**config.mk**
```make
export PLATFORM = sky130hd
export DESIGN_NAME = bus_wait_ctrl
export DESIGN_NICKNAME = d
export VERILOG_FILES = /design/src/rtl/bus_wait_ctrl.sv
export SDC_FILE = /design/constraint.sdc
export NUM_CORES = 1
export LEC_CHECK = 0
export ABC_AREA = 1
export BUFFER_PORTS_ARGS = -buffer_cell sky130_fd_sc_hd__buf_4
export CORE_MARGIN = 1.5
export CORE_UTILIZATION = 37
export CTS_BUF_LIST = sky130_fd_sc_hd__clkbuf_2 sky130_fd_sc_hd__clkbuf_4 sky130_fd_sc_hd__clkbuf_8
export DETAILED_ROUTE_END_ITERATION = 8
export PLACE_DENSITY = 0.64
export SLEW_MARGIN = 15
export SYNTH_ARGS = -nofsm -noshare
export SYNTH_HDL_FRONTEND = slang
export SYNTH_SLANG_ARGS = --single-unit
```
**constraint.sdc**
```tcl
create_clock -name clk -period 1.5 [get_ports clk]
set_input_delay 0.075 -clock clk [delete_from_list [all_inputs] [get_ports clk]]
set_output_delay 0.075 -clock clk [all_outputs]
set_load 0.02 [all_outputs]
```
**src/rtl/bus_wait_ctrl.sv**
```systemverilog
// Chip-select decoder and wait-state generator for the latched 8086 system bus.
// Drives CPU ready with per-region wait states and flags unmapped/illegal cycles.
module bus_wait_ctrl #(
   parameter int unsigned ROM_WAIT = 2,
   parameter int unsigned RAM_WAIT = 0,
   parameter int unsigned IO_WAIT  = 3,
   parameter logic [19:0] ROM_BASE = 20'hF8000,
   parameter logic [19:0] RAM_TOP  = 20'h7FFFF,
   parameter logic [15:0] IO_TOP   = 16'h00FF
) (
   input  logic        clk,
   input  logic        reset,
   input  logic        m_ioN,
   input  logic        rdN,
   input  logic        wrN,
   input  logic        bheN,
   input  logic [19:0] addr,
   output logic        ready,
   output logic        rom_csN,
   output logic        ram_csN,
   output logic        io_csN,
   output logic        ble_N,
   output logic        bhe_N,
   output logic        bus_err
);

   localparam int unsigned CNT_W = 4;

   typedef enum logic [1:0] {
      S_IDLE,
      S_WAIT,
      S_ACTIVE,
      S_RECOVER
   } state_e;

   state_e             state_q, state_d;
   logic [CNT_W-1:0]   cnt_q, cnt_d;
   logic               ready_q, ready_d;
   logic               rom_cs_q, rom_cs_d;
   logic               ram_cs_q, ram_cs_d;
   logic               io_cs_q, io_cs_d;
   logic               ble_q, ble_d;
   logic               bhe_q, bhe_d;
   logic               err_q, err_d;

   logic               strb;
   logic               illegal;
   logic               rom_hit, ram_hit, io_hit, mapped;
   logic [CNT_W-1:0]   wait_sel;

   // Command and region decode, only consumed when a cycle starts in IDLE
   always_comb begin
      strb     = ~rdN | ~wrN;
      illegal  = ~rdN & ~wrN;
      rom_hit  = m_ioN & (addr >= ROM_BASE);
      ram_hit  = m_ioN & ~rom_hit & (addr <= RAM_TOP);
      io_hit   = ~m_ioN & (addr[15:0] <= IO_TOP);
      mapped   = rom_hit | ram_hit | io_hit;
      if (rom_hit) begin
         wait_sel = CNT_W'(ROM_WAIT);
      end else if (ram_hit) begin
         wait_sel = CNT_W'(RAM_WAIT);
      end else begin
         wait_sel = CNT_W'(IO_WAIT);
      end
   end

   // Next-state and registered-output logic
   always_comb begin
      state_d  = state_q;
      cnt_d    = cnt_q;
      ready_d  = ready_q;
      rom_cs_d = rom_cs_q;
      ram_cs_d = ram_cs_q;
      io_cs_d  = io_cs_q;
      ble_d    = ble_q;
      bhe_d    = bhe_q;
      err_d    = 1'b0;

      case (state_q)
         S_IDLE: begin
            if (strb) begin
               if (illegal || !mapped) begin
                  err_d   = 1'b1;
                  state_d = S_RECOVER;
               end else begin
                  rom_cs_d = ~rom_hit;
                  ram_cs_d = ~ram_hit;
                  io_cs_d  = ~io_hit;
                  ble_d    = addr[0];
                  bhe_d    = bheN;
                  if (wait_sel != '0) begin
                     ready_d = 1'b0;
                     cnt_d   = wait_sel - CNT_W'(1);
                     state_d = S_WAIT;
                  end else begin
                     state_d = S_ACTIVE;
                  end
               end
            end
         end

         S_WAIT: begin
            if (illegal || !strb) begin
               ready_d  = 1'b1;
               rom_cs_d = 1'b1;
               ram_cs_d = 1'b1;
               io_cs_d  = 1'b1;
               ble_d    = 1'b1;
               bhe_d    = 1'b1;
               cnt_d    = '0;
               err_d    = illegal;
               state_d  = illegal ? S_RECOVER : S_IDLE;
            end else if (cnt_q == '0) begin
               ready_d = 1'b1;
               state_d = S_ACTIVE;
            end else begin
               cnt_d = cnt_q - CNT_W'(1);
            end
         end

         S_ACTIVE: begin
            if (illegal || !strb) begin
               rom_cs_d = 1'b1;
               ram_cs_d = 1'b1;
               io_cs_d  = 1'b1;
               ble_d    = 1'b1;
               bhe_d    = 1'b1;
               err_d    = illegal;
               state_d  = illegal ? S_RECOVER : S_IDLE;
            end
         end

         S_RECOVER: begin
            // Hold off re-decoding until the offending strobe is released
            if (!strb) begin
               state_d = S_IDLE;
            end
         end

         default: begin
            state_d = S_IDLE;
         end
      endcase
   end

   always_ff @(posedge clk) begin
      if (reset) begin
         state_q  <= S_IDLE;
         cnt_q    <= '0;
         ready_q  <= 1'b1;
         rom_cs_q <= 1'b1;
         ram_cs_q <= 1'b1;
         io_cs_q  <= 1'b1;
         ble_q    <= 1'b1;
         bhe_q    <= 1'b1;
         err_q    <= 1'b0;
      end else begin
         state_q  <= state_d;
         cnt_q    <= cnt_d;
         ready_q  <= ready_d;
         rom_cs_q <= rom_cs_d;
         ram_cs_q <= ram_cs_d;
         io_cs_q  <= io_cs_d;
         ble_q    <= ble_d;
         bhe_q    <= bhe_d;
         err_q    <= err_d;
      end
   end

   assign ready   = ready_q;
   assign rom_csN = rom_cs_q;
   assign ram_csN = ram_cs_q;
   assign io_csN  = io_cs_q;
   assign ble_N   = ble_q;
   assign bhe_N   = bhe_q;
   assign bus_err = err_q;

endmodule

```
# Yosys cells after proc, flatten, opt, wreduce, memory -nomap -nowiden
# Cells that the tools add are included.
totals:
  out_inout_bits: 7
  word_cells: 96
  reg_bits: 13
classes:
  n_bitwise: 14
  n_reduce_logical: 14
  n_addsub: 2
  eq_ne: 11
  muxes: 43
  magnitude_cmp: 3
op_table:
  columns: ["cell", "n"]
  rows:
  - ["20-bit >= comparator, second input constant", 1]
  - ["20-bit by 19-bit less-or-equal comparator with 1-bit output, second input constant", 1]
  - ["2-bit two-way mux", 10]
  - ["4-bit two-way mux", 5]
  - ["1-bit two-way mux", 19]
  - ["16-bit by 8-bit less-or-equal comparator with 1-bit output, second input constant", 1]
  - ["1-bit case mux with 2 select lines", 7]
  - ["2-bit != test, second input constant", 5]
  - ["5-bit AND reduction", 2]
  - ["2-bit case mux with 4 select lines", 1]
  - ["4-bit case mux with 2 select lines", 1]
  - ["4-bit AND reduction", 2]
  - ["4-bit by 1-bit subtractor with 4-bit output, second input constant", 2]
  - ["3-bit != test, second input constant", 2]
  - ["1-bit NOT", 6]
  - ["1-bit AND", 5]
  - ["2-bit equality test, second input constant", 2]
  - ["4-bit logical NOT", 1]
  - ["2-bit nonzero test", 2]
  - ["4-bit nonzero test", 1]
  - ["1-bit bitwise OR", 3]
  - ["2-bit by 1-bit equality test with 1-bit output, second input constant", 1]
  - ["1-bit logical NOT", 2]
  - ["2-bit logical NOT", 1]
  - ["other kinds (3)", 4]

# Logic depth before layout (Yosys ltp)
# Gate-level depths: netlist (run 1).
depth:
  ltp_word: 12
  depth_mapped: 11

# Least setup slack after synthesis (run 1)
# OpenSTA, ideal clock, no wires.
synth_timing:
  path_type: "register to register"
  from: "reg state_q[0]"
  to: "reg bhe_q, in the netlist bhe_N"
  arrival_time_ns: 1.356
  period_less_slack_ns: 1.478
  required_time_ns: 1.378
  stages_incl_launch_ff: 8
  path_buffers: 0
  setup_slack_ns: 0.022
  path_cell_list: "dfxtp_1 inv_1 ha_1 inv_1 o21ai_1 nand3_2 nand2_1 nand3_1"
synth_via:
  elab_chain_cells: 4
  elab_cells_between_ends: 10
synth_rtl:
  columns: ["item", "line_no", "rtl"]
  rows:
  - ["from (decl)", "36", "state_e state_q, state_d;"]
  - ["from (signal assigned)", "159", "state_q <= state_d;"]
  - ["2-bit equality test / 2-bit by 1-bit equality test with 1-bit output (equally long branches)", "80", "case (state_q)"]
  - ["2-bit OR reduction (no line)", null, null]
  - ["2-bit by 1-bit != test with 1-bit output (no line) / 2-bit nonzero test (equally long branches)", null, null]
  - ["4-bit AND reduction (no line)", null, null]
  - ["to (signal assigned)", "166", "bhe_q <= bhe_d;"]
  - ["to (decl)", "43", "logic bhe_q, bhe_d;"]
# Parallel ways exist; a longest one is shown, timed or not.
# A chain may end at the register's enable or synchronous reset.

# Worst setup path after layout (run 1)
layout_timing:
  from: "reg state_q[0]"
  to: "reg state_q[1]"
layout_via:
  elab_chain_cells: 3
  elab_cells_between_ends: 10
layout_rtl:
  columns: ["item", "line_no"]
  rows:
  - ["2-bit by 1-bit equality test with 1-bit output, or another cell as far along", "80"]
  - ["3-bit != test (no line) / 2-bit != test (equally long branches)", null]
  - ["4-bit AND reduction (no line)", null]
# Parallel ways exist; a longest one is shown, timed or not.

==> impl_results.md, run 1 <==
- Total grt overflow: 0
- Routed Antenna Nets: 0
- Lkg Pwr: 0.000679 uW
- Max transition margin: 75.2%
- CP Launch Type: flip-flop
- CP Data Required Time: 1.70 ns
- CTS tree: done
- Hold/Removal Path Class: in2reg
- Slew @ Worst Pin: 0.372 ns
- Area of the multi-input gates: 612 sq um
- Finished Layout Cells: 208
- Commonest cells post-synth: nand2_1 (36), nor2_1 (17), inv_1 (16)
- Crit path DAT: 1.66 ns
- Power Density: 1800 mW/mm^2
- Core area: 0.00228 sq mm
- Nets: 214
- Cells on Worst Hold Path: 4
- Async S/R FF share, synth: 0%
- Synthesized Nets: 171
- Status: complete, no violations
- Initial antenna violation count: 0
- Via-per-instance ratio: 4.79
- Yosys top cell area share: 28.3%
- Post-synthesis sequential area ratio: 28.3%
- Most frequent cell after synthesis: nand2_1
- Final Cell Area: 0.00133 sq mm
- Final HPWL DP: 1820 microns
- R2R Path End: state_q[1]
- GP Congestion: 0.841
- Num CTS Buffers: 3
- Syn-to-layout area delta: 44.4%
- Syn avg cell area: 6.66 sq um
- Ys Warns: 0
- Fillers: 219
- I/O pin total: 33
- R2R Path Start: state_q[0]
- Slew Limit Fails: 0
- Total power: 2390 uW
- Skew final: 0.000728 ns
- Synthesized area: 920 sq um
- Final period util: 97.5%
- Routed WL: 2270 microns
- Most area-hungry cell type in the Yosys netlist: dfxtp_1
- Critical path type: reg2reg
- Die area: 0.00279 sq mm
- Placed insts: 202
- Most used DFF post-synth: dfxtp_1
- Register area: 264 sq um
- R2R Setup Slk: 0.04 ns
- Fmax: 0.684 GHz
- Clock transition at path regs: 0.08 ns
- Crit end category: flip-flop
- # diodes: 0
- Yosys cell types: 27
- Minimum hold slack: 0.150 ns
- Worst-skew pair later-pin latency: 0.28 ns
- Die H: 52.9 microns
- Placed Area: 0.00124 sq mm
- Reg2reg path depth: 8
- Mapped Cells: 138
- Post-synth EDFFs: 0
- Fin crit period: 1.46 ns
- Synth Register Bits: 13
- Root buffer cell: clkbuf_4
- Horiz. Die Dim: 52.9 microns
- Synth top area cells: dfxtp_1 (28%), nand2_1 (15%), ha_1 (9.5%), nor2_1 (6.9%), inv_1 (6.5%)
- Hold endpoint: bhe_N
- Hold Violations, Final: 0
- Sink Count: 13
- Initial Util: 40.4%
- Hold path start: bheN
- DRC: 0
- Setup TNS: 0 ns
- Row Count: 17
- Via count: 997
- # H-tree levels: 1
- PortBufs: 25
- Largest net degree at the start of global routing: 13
- Share of cells above drive strength 1: 37.2%
- Finish-stage setup viols: 0
- First-pass GRT wire length: 3710 microns
- Tot GR Track Use: 17.9%
- Initial drt markers: 14
- Peak supply drop: 1.44 mV
- Clock Path Buffers: 2
- Crit Path Max Fanout: 4
- First drt pass iteration count: 4
- Max Cap Viol: 0
- Vias in the first global route: 926
- Routed len/inst: 10.9 microns
==> worst max-delay path, stage by stage, from the launching register on <==
cell	delay, ns
dfxtp_2	0.35
inv_1	0.06
buf_4	0.14
ha_2	0.19
a22oi_2	0.21
nand3_2	0.14
nand2_1	0.08
nand2_1	0.05
a31oi_1	0.16
==> area by class of cell <==
class,instances,area share (%)
flip-flops and latches,13,19.9
clock buffers,4,2.26
repair buffers,40,23.8
multi-input cells,104,46.1
well taps,28,2.64
inverters,19,5.37
==> power breakdown <==
part           switching [uW]  internal (uW)
registers                76.2            483
clock network             114            121
logic                     873            721
total                    1060           1330
==> registers in the layout (all words and copies together) (netlist names) <==
signal	flops
bhe_N	1
ble_N	1
bus_err	1
cnt_q	4
io_csN	1
ram_csN	1
ready	1
rom_csN	1
state_q	2
==> cell families after synthesis <==
group,share of synthesized area [%]
adder cells (fa/ha/maj),9.52
buffers and inverters,8.84
AND/OR/NAND/NOR,42.3
XOR/XNOR,0.953
flip-flops,28.3
AO/OA/AOI/OAI,10.1
==> routing by layer <==
metal | global-route usage [%] | wire (microns)
met3 | 5.37 | 73
met1 | 20.0 | 962
met4 | 6.41 | 40
met5 | 0 | 0
met2 | 31.7 | 1190
==> placed cells by master (no fill, tap or decap), types with 4 or more instances in the layout <==
master / n
buf_4: 38
nand4_1: 5
clkbuf_4: 4
dfxtp_1: 10
nor2_1: 16
ha_1: 4
nand2_1: 34
nand3_1: 8
a21oi_1: 4
nand2_2: 4
inv_1: 16
==> how the worst max path moves through the flow <==
stage | start | slack, ns | cells past startpoint | end
2_1_floorplan | state_q[0] | 0.02 | 7 | bhe_N
3_3_place_gp | state_q[1] | 0.03 | 8 | cnt_q[1]
3_5_place_dp | state_q[1] | -0.03 | 9 | cnt_q[2]
4_1_cts | state_q[1] | 0.009 | 9 | cnt_q[2]
5_1_grt | state_q[0] | -0.02 | 8 | state_q[1]
6_report | state_q[0] | 0.04 | 8 | state_q[1]
==> timing repair <==
item | in CTS | in global routing
pin swaps | 1 | 2
gates cloned | 0 | 0
hold endpoints to repair | 1 | 0
resized for setup | 2 | 11
buffers inserted | 0 | 1
hold buffers | 1 | 0
setup endpoints to repair | 7 | 12
==> stage by stage <==
| stage | util [%] | setup WS (ns) |
|---|---|---|
| 2_1_floorplan | - | 0.0220 |
| 3_3_place_gp | 54.6 | 0.0347 |
| 3_5_place_dp | 54.6 | -0.0277 |
| 4_1_cts | 56.6 | 0.00936 |
| 5_1_grt | 58.3 | -0.0192 |
| 6_report | 58.3 | 0.0382 |
Note: power is estimated with default switching activity, not from simulation.
==> inputs of run 2 (changes only) <==
==> constraint.sdc (replaced) <==
create_clock -name clk -period 1.5 [get_ports clk]
set_input_delay 0.3 -clock clk [delete_from_list [all_inputs] [get_ports clk]]
set_output_delay 0.3 -clock clk [all_outputs]
set_load 0.02 [all_outputs]
==> run 2 against run 1 <==
Cell count up 0.48%. Via count increased by 0.40%. Clock-buffer cell count is the same. Clock power about the same. Combinational power is essentially flat. Flip-flop and latch count unchanged. Sequential share of layout area hardly changed. Largest power group unchanged. Fmax is 3.7% higher. Final area down 0.19%.
==> impl_results.md, run 2 (same netlist as run 1, synthesis figures left out) <==
- Status: complete, no violations (unchanged)
- Core area: 0.00228 sq mm (unchanged)
- Routed Antenna Nets: 0 (unchanged)
- Commonest non-fill, non-tap cell in the layout: buf_4 (unchanged)
- Finished Layout Cells: 209 (was 208)
- I/O pin total: 33 (unchanged)
- Final Cell Area: 0.00133 sq mm (about the same)
- # diodes: 0 (unchanged)
- Placed Area: 0.00125 sq mm (was 0.00124 sq mm)
- Nets: 215 (was 214)
- Initial antenna violation count: 0 (unchanged)
- Critical path type: reg2reg (unchanged)
- Horiz. Die Dim: 52.9 microns (unchanged)
- Fin crit period: 1.41 ns (was 1.46 ns)
- GP Congestion: 0.881 (was 0.841)
- Slew Limit Fails: 0 (unchanged)
- Fmax: 0.709 GHz (was 0.684 GHz)
- Tot GR Track Use: 18.8% (was 17.9%)
- Crit end category: flip-flop (unchanged)
- Crit Path Max Fanout: 4 (unchanged)
- Max FFs per register: 4 (unchanged)
- Row Count: 17 (unchanged)
- DRC: 0 (unchanged)
- Die H: 52.9 microns (unchanged)
- Skew final: 0.00181 ns (was 0.000728 ns)
- First-pass GRT wire length: 3910 microns (was 3710 microns)
- Clock transition at path regs: 0.08 ns (about the same)
- Area of the multi-input gates: 604 sq um (was 612 sq um)
- Peak supply drop: 1.43 mV (was 1.44 mV)
- Clock Path Buffers: 2 (unchanged)
- Initial drt markers: 21 (was 14)
- Routed len/inst: 10.6 microns (was 10.9 microns)
- CTS tree: done (unchanged)
- Total power: 2370 uW (was 2390 uW)
- Root buffer cell: clkbuf_4 (unchanged)
- Reg2reg path depth: 8 (unchanged)
- Lkg Pwr: 0.000683 uW (was 0.000679 uW)
- Syn-to-layout area delta: 44.1% (was 44.4%)
- Max Cap Viol: 0 (unchanged)
- Total grt overflow: 0 (unchanged)
- Power Density: 1790 mW/mm^2 (was 1800 mW/mm^2)
- Routed WL: 2220 microns (was 2270 microns)
- Max transition margin: 73.7% (was 75.2%)
- Num CTS Buffers: 3 (unchanged)
- PnR worst setup slack: 0.0901 ns (was 0.0382 ns)
- PortBufs: 25 (unchanged)
- Commonest non-fill, non-tap cells in the layout: buf_4 (40), nand2_1 (35), inv_1 (16), nor2_1 (16), dfxtp_1 (10) (was buf_4 (38), nand2_1 (34), inv_1 (16), nor2_1 (16), dfxtp_1 (10))
- Placed insts: 203 (was 202)
- Crit path DAT: 1.61 ns (was 1.66 ns)
- First drt pass iteration count: 4 (unchanged)
- Finish-stage setup viols: 0 (unchanged)
- Final period util: 94.0% (was 97.5%)
- Largest Register: cnt_q (unchanged)
- Top flop regs: cnt_q x4, state_q x2 (unchanged)
- Pre-CTS setup slack: -0.0498 ns (was -0.0277 ns)
- Largest net degree at the start of global routing: 13 (unchanged)
- Final HPWL DP: 1760 microns (was 1820 microns)
- Share of cells above drive strength 1: 37.0% (was 37.2%)
- R2R Setup Slk: 0.09 ns (was 0.04 ns)
- Die area: 0.00279 sq mm (unchanged)
- Worst-skew pair later-pin latency: 0.27 ns (was 0.28 ns)
- Via count: 1001 (was 997)
- Hold/Removal Path Class: in2reg (unchanged)
- Cells on Worst Hold Path: 2 (was 4)
- Hold Violations, Final: 0 (unchanged)
- RSZ-0062 raised after global routing: true
- Fillers: 209 (was 219)
- CP Launch Type: flip-flop (unchanged)
- Via-per-instance ratio: 4.79 (about the same)
- Initial Util: 40.4% (unchanged)
- Vias in the first global route: 970 (was 926)
- CP Data Required Time: 1.70 ns (about the same)
- Register area: 264 sq um (unchanged)
- Slew @ Worst Pin: 0.394 ns (was 0.372 ns)
- Sink Count: 13 (unchanged)
- # H-tree levels: 1 (unchanged)
- Minimum hold slack: 0.182 ns (was 0.150 ns)
run 2: path summary, 6_finish.rpt:
| kind | startpoint | endpoint |
|---|---|---|
| worst max register to register | state_q[0] | state_q[1] |
| worst min register to register | ram_csN | ram_csN |
| worst min-delay path | reset | state_q[0] |
| worst max-delay path | state_q[0] | state_q[1] |
run 2: through the flow:
step	setup TNS (ns)	util (%)
finish	0	58.2
floorplan	0	-
detailed placement	-0.195	54.9
global route	-0.0411	58.2
global placement	-0.202	54.9
CTS	0	56.3
run 2: layout make-up:
type | instances | share of cell area, %
multi-input combinational | 104 | 45.6
timing repair buffer | 41 | 24.2
sequential | 13 | 19.9
inverter | 19 | 5.38
tap | 28 | 2.64
clock buffer | 4 | 2.27
run 2: layer usage:
layer | vias to the layer above | global-route usage (%) | share of wire, %
li1 | 538 | - | -
met1 | 450 | 20.7 | 42
met2 | 11 | 35.6 | 55
met3 | 2 | 5.08 | 2.7
met4 | 0 | 3.85 | 0.54
met5 | - | 0 | 0
run 2: timing repair:
| item | in CTS | in global routing |
|---|---|---|
| setup buffers | 0 | 2 |
| pin swaps | 1 | 2 |
| hold buffers | 0 | 0 |
| gates resized for setup | 1 | 10 |
| endpoints found under the setup margin | 3 | 12 |
| gates cloned | 0 | 0 |
run 2: worst max-delay path, stage by stage, from the launching register on:
cell and delay (ns):
dfxtp_2 0.35, inv_1 0.06, buf_4 0.13, ha_2 0.18, a22oi_2 0.20, nand3_2 0.13, nand2_1 0.08, nand2_1 0.04
a31oi_1 0.15
run 2: power by group:
part | internal (uW) | total (uW) | switching, uW
combinational | 721 | 1580 | 856
sequential | 482 | 554 | 71.9
clock | 121 | 236 | 115
total | 1320 | 2370 | 1040
